`src/rtl/touch_button_conditioner.sv`:
```
// Touch-pad front end: 2-flop synchroniser, qualify-counter debounce FSM, registered strobes.
// Optional long-press strobe enabled by defining TOUCH_LONG_PRESS_EN.
module touch_button_conditioner #(
  parameter int unsigned DEBOUNCE_CYCLES    = 1_000_000,
  parameter int unsigned LONG_PRESS_CYCLES  = 50_000_000,
  parameter logic        TOUCH_ACTIVE_LEVEL = 1'b0
) (
  input  logic system_clock,
  input  logic system_reset,
  input  logic touch_button,
  output logic touch_level,
  output logic touch_press_pulse,
  output logic touch_release_pulse,
  output logic touch_toggle,
  output logic touch_long_pulse
);

`ifdef TOUCH_LONG_PRESS_EN
  localparam int unsigned CntMax = (DEBOUNCE_CYCLES > LONG_PRESS_CYCLES) ?
                                   DEBOUNCE_CYCLES : LONG_PRESS_CYCLES;
`else
  localparam int unsigned CntMax = DEBOUNCE_CYCLES;
`endif
  localparam int unsigned CntW = $clog2(CntMax + 1);
  localparam logic [CntW-1:0] DebLast = CntW'(DEBOUNCE_CYCLES - 1);

  if (DEBOUNCE_CYCLES < 2 || LONG_PRESS_CYCLES < 2) begin : g_bad_params
    $error("touch_button_conditioner: cycle parameters must be at least 2");
  end

  typedef enum logic [1:0] {
    StIdle,
    StPressQualify,
    StPressed,
    StReleaseQualify
  } state_e;

  state_e          state_q, state_d;
  logic [CntW-1:0] cnt_q, cnt_d;
  logic            sync1_q, sync2_q;
  logic            active;
  logic            level_q, level_d;
  logic            press_q, press_d;
  logic            release_q, release_d;
  logic            toggle_q, toggle_d;

  assign active = (sync2_q == TOUCH_ACTIVE_LEVEL);

`ifdef TOUCH_LONG_PRESS_EN
  localparam logic [CntW-1:0] LongLast = CntW'(LONG_PRESS_CYCLES - 1);
  logic long_q, long_d;
`endif

  always_comb begin
    state_d   = state_q;
    cnt_d     = cnt_q;
    press_d   = 1'b0;
    release_d = 1'b0;
    toggle_d  = toggle_q;
`ifdef TOUCH_LONG_PRESS_EN
    long_d    = 1'b0;
`endif
    unique case (state_q)
      StIdle: begin
        if (active) begin
          state_d = StPressQualify;
          cnt_d   = '0;
        end
      end
      StPressQualify: begin
        if (!active) begin
          state_d = StIdle;
        end else if (cnt_q == DebLast) begin
          state_d  = StPressed;
          cnt_d    = '0;
          press_d  = 1'b1;
          toggle_d = ~toggle_q;
        end else begin
          cnt_d = cnt_q + 1'b1;
        end
      end
      StPressed: begin
        if (!active) begin
          state_d = StReleaseQualify;
          cnt_d   = '0;
        end else begin
`ifdef TOUCH_LONG_PRESS_EN
          // Saturation keeps cnt above LongLast, so one long strobe per press.
          if (cnt_q == LongLast) long_d = 1'b1;
          if (cnt_q != '1) cnt_d = cnt_q + 1'b1;
`endif
        end
      end
      StReleaseQualify: begin
        if (active) begin
          state_d = StPressed;
          cnt_d   = '0;
        end else if (cnt_q == DebLast) begin
          state_d   = StIdle;
          cnt_d     = '0;
          release_d = 1'b1;
        end else begin
          cnt_d = cnt_q + 1'b1;
        end
      end
      default: state_d = StIdle;
    endcase
    level_d = (state_d == StPressed) || (state_d == StReleaseQualify);
  end

  always_ff @(posedge system_clock) begin
    if (system_reset) begin
      sync1_q   <= ~TOUCH_ACTIVE_LEVEL;
      sync2_q   <= ~TOUCH_ACTIVE_LEVEL;
      state_q   <= StIdle;
      cnt_q     <= '0;
      level_q   <= 1'b0;
      press_q   <= 1'b0;
      release_q <= 1'b0;
      toggle_q  <= 1'b0;
`ifdef TOUCH_LONG_PRESS_EN
      long_q    <= 1'b0;
`endif
    end else begin
      sync1_q   <= touch_button;
      sync2_q   <= sync1_q;
      state_q   <= state_d;
      cnt_q     <= cnt_d;
      level_q   <= level_d;
      press_q   <= press_d;
      release_q <= release_d;
      toggle_q  <= toggle_d;
`ifdef TOUCH_LONG_PRESS_EN
      long_q    <= long_d;
`endif
    end
  end

  assign touch_level         = level_q;
  assign touch_press_pulse   = press_q;
  assign touch_release_pulse = release_q;
  assign touch_toggle        = toggle_q;
`ifdef TOUCH_LONG_PRESS_EN
  assign touch_long_pulse    = long_q;
`else
  assign touch_long_pulse    = 1'b0;
`endif

endmodule

```
`config.mk`:
```
export PLATFORM = sky130hd
export DESIGN_NAME = touch_button_conditioner
export DESIGN_NICKNAME = d
export VERILOG_FILES = /design/src/rtl/touch_button_conditioner.sv
export SDC_FILE = /design/constraint.sdc
export NUM_CORES = 1
export LEC_CHECK = 0
export ABC_AREA = 1
export CAP_MARGIN = 20
export CORE_MARGIN = 4
export CORE_UTILIZATION = 60
export CTS_BUF_LIST = sky130_fd_sc_hd__clkbuf_8
export DETAILED_ROUTE_END_ITERATION = 12
export MAX_ROUTING_LAYER = met4
export PLACE_DENSITY = 0.8
export SYNTH_ARGS = -nofsm -noshare
export SYNTH_HDL_FRONTEND = slang
export SYNTH_SLANG_ARGS = --single-unit
```
`constraint.sdc`:
```
create_clock -name system_clock -period 1.85 [get_ports system_clock]
set_input_delay 0.2775 -clock system_clock [delete_from_list [all_inputs] [get_ports system_clock]]
set_output_delay 0.2775 -clock system_clock [all_outputs]
set_load 0.01 [all_outputs]
```
==> impl_metrics.ini <==
[outcome]
run_status = finished clean

[logic_synthesis]
synth_seq_cells = 28
ys.flop_type = dfxtp_1
postSynthAreaPerCell_um2 = 6.82
synth_cell_types = 31
yosysSeqAreaShare_pct = 33.6
yosys-top-cells-area = dfxtp_1, nand2_1, nor2_1
synth_commonest_cells = nand2_1, nor2_1, dfxtp_1
synthArstFlopShare_pct = 0
synth_warnings = 0
synth_nets = 249
syn_inst = 245
synth_top_area_cell = dfxtp_1
netlist_area_um2 = 1670
synth_edf_count = 0
yosysMostFrequentCell = nand2_1
yosys.area.top_type_share_pct = 33.6

[critical_path]
worstPathRequired_ns = 2.02
cpMostUsedCell = nand2_1
crit_chain = ha_1 > nand3_1 > inv_1 > nand2_1 > nor2_1 > nand2_1 > nand4_1 > a21oi_1
critPathSlowestCell = dfxtp_1
end_kind = flop
cp_top_family = simple AND/OR/NAND/NOR gates
critical_path.max_fanout = 5
startpoint_type = flop
arrival_ns = 1.72
cp_slowest_stage_delay_ns = 0.38
crit_buf_inv = 1
path_class = reg -> reg

[cells_and_area]
final_nets = 257
final_util_pct = 70.6
seqCellArea_um2 = 561
multiInputGateArea_um2 = 961
drive_above_1_share_pct = 17.5
diodes = 0
fillCellCount = 218
syn_to_final_growth_pct = 8.54
final_area_um2 = 1810

[route]
firstDrtPassIters = 4
num_vias = 1454
drt-total-wl_um = 3490
drc_errors = 0
drt_first_iter_violations = 82
ant_nets = 0
wl_per_cell_um = 12.4
vias_per_cell = 5.16

[global_routing]
grt_max_degree = 17
antenna_found_initial = 0
met3_usage_pct = 2.77
grt_overflow = 0
grt_usage_pct = 22.1
grt_busiest_layer = met2
grt_pass1_vias = 1367
grtUsageMet1_pct = 29.3
grtUsageMet2_pct = 33.0
grt_first_pass_wirelength_um = 5950

[die]
start_util_pct = 65.1
die_h_um = 60.8
die-area_um2 = 3690
top_level_ports = 8
core_area_um2 = 2570
die_w_um = 60.8
fp-row-count = 18

[pwr]
power.leakage_nw = 0.646
power_density_nw_per_um2 = 627
ir_drop_mv = 0.628

[clocking]
cts_buffers = 3
tritoncts = built
cts-htree-levels = 1
hold_buffers = 0
root_buffer = clkbuf_8
numClockSinks = 28
cts_setup_buffers = 0
path_clk_slew_ns = 0.10
clkLatencyLatePin_ns = 0.28
ctsResizeCount = 0
cts_max_path_buffers = 2

[sta]
finalHoldViolations = 0
tns_ns = 0
fin_skew_ns = 0.00283
fin_crit_sh_pct = 83.7
slew_viol_final = 0
fmax_ghz = 0.646
finalSetupViolCount = 0
finalWorstPathRequiredPeriod_ns = 1.55
rsz0062_at_grt = no

[place]
place.gp.congestion = 0.973
io_buffers = 6
placed_cell_area_um2 = 1740
dpl.hpwl_um = 2680

[flow_run]
cap_violations = 0

[hold_path]
hold_class = reg -> reg
[routing by layer]
layer	wire length, µm	vias to the layer above
li1	-	782
met5	0	-
met4	123	0
met2	1560	26
met1	1710	635
met3	89	11
[through the flow]
stage	total power, mW	setup slack, ns	cells	hold slack [ns]
2_1_floorplan	0.657	0.501	245	0.381
3_3_place_gp	0.667	0.387	278	0.402
3_5_place_dp	0.667	0.322	278	0.426
4_1_cts	1.15	0.309	282	0.452
5_1_grt	1.18	0.142	282	0.456
6_report	1.14	0.301	282	0.439
[final cells by class]
| cell class | instances | area share [%] |
|---|---|---|
| clock inverters | 1 | 1.66 |
| repair buffers | 7 | 3.73 |
| well taps | 30 | 2.07 |
| flip-flops and latches | 28 | 30.9 |
| inverters | 29 | 6.35 |
| multi-input cells | 184 | 53.0 |
| clock buffers | 3 | 2.28 |
[flip-flops by register name, summed over array words and instances, names as in the netlist]
name,count
cnt_q,20
sync2_q,1
state_q,2
touch_toggle,1
touch_release_pulse,1
touch_press_pulse,1
touch_level,1
sync1_q,1
[path summary, 6_finish.rpt]
| kind | start | to | slack (ns) | cells after the start |
|---|---|---|---|---|
| min reg2reg | sync1_q | sync2_q | 0.44 | 1 |
| max reg2reg | cnt_q[0] | cnt_q[12] | 0.30 | 8 |
| max | cnt_q[0] | cnt_q[12] | 0.30 | 8 |
| min | sync1_q | sync2_q | 0.44 | 1 |
[cell usage in the layout, fill, tap and decap left out, types with 2 or more instances in the layout]
cell type / synthesis / final
a21oi_1: 8 / 8
a21oi_2: 6 / 6
clkbuf_8: 0 / 3
clkdlybuf4s50_1: 0 / 6
dfxtp_1: 28 / 28
inv_1: 22 / 22
inv_2: 5 / 5
nand2_1: 71 / 71
nand2_2: 6 / 6
nand3_1: 15 / 15
nand4_1: 6 / 6
nor2_1: 32 / 32
nor2_2: 10 / 10
nor2_8: 2 / 2
nor3_1: 3 / 3
nor3_2: 3 / 3
o21ai_0: 4 / 4
o22ai_1: 2 / 2
or2_2: 2 / 2
xor2_1: 6 / 6
[power breakdown]
part | switching [mW] | total (mW) | internal (mW)
Sequential | 0.00355 | 0.610 | 0.606
Clock | 0.193 | 0.483 | 0.290
Combinational | 0.0295 | 0.0435 | 0.0140
Total | 0.227 | 1.14 | 0.910
[logic make-up (layout without fill, tap and decap cells)]
group	count (synthesis)	after routing	share of synthesized area (%)
fa+ha+maj	1	1	0.749
compound gates	21	21	7.94
other cells	1	1	0.225
flops	28	28	33.6
simple gates	155	155	45.5
buf+inv	33	40	8.91
xor+xnor	6	6	3.15
No activity file was read; power rests on OpenSTA's default activity.
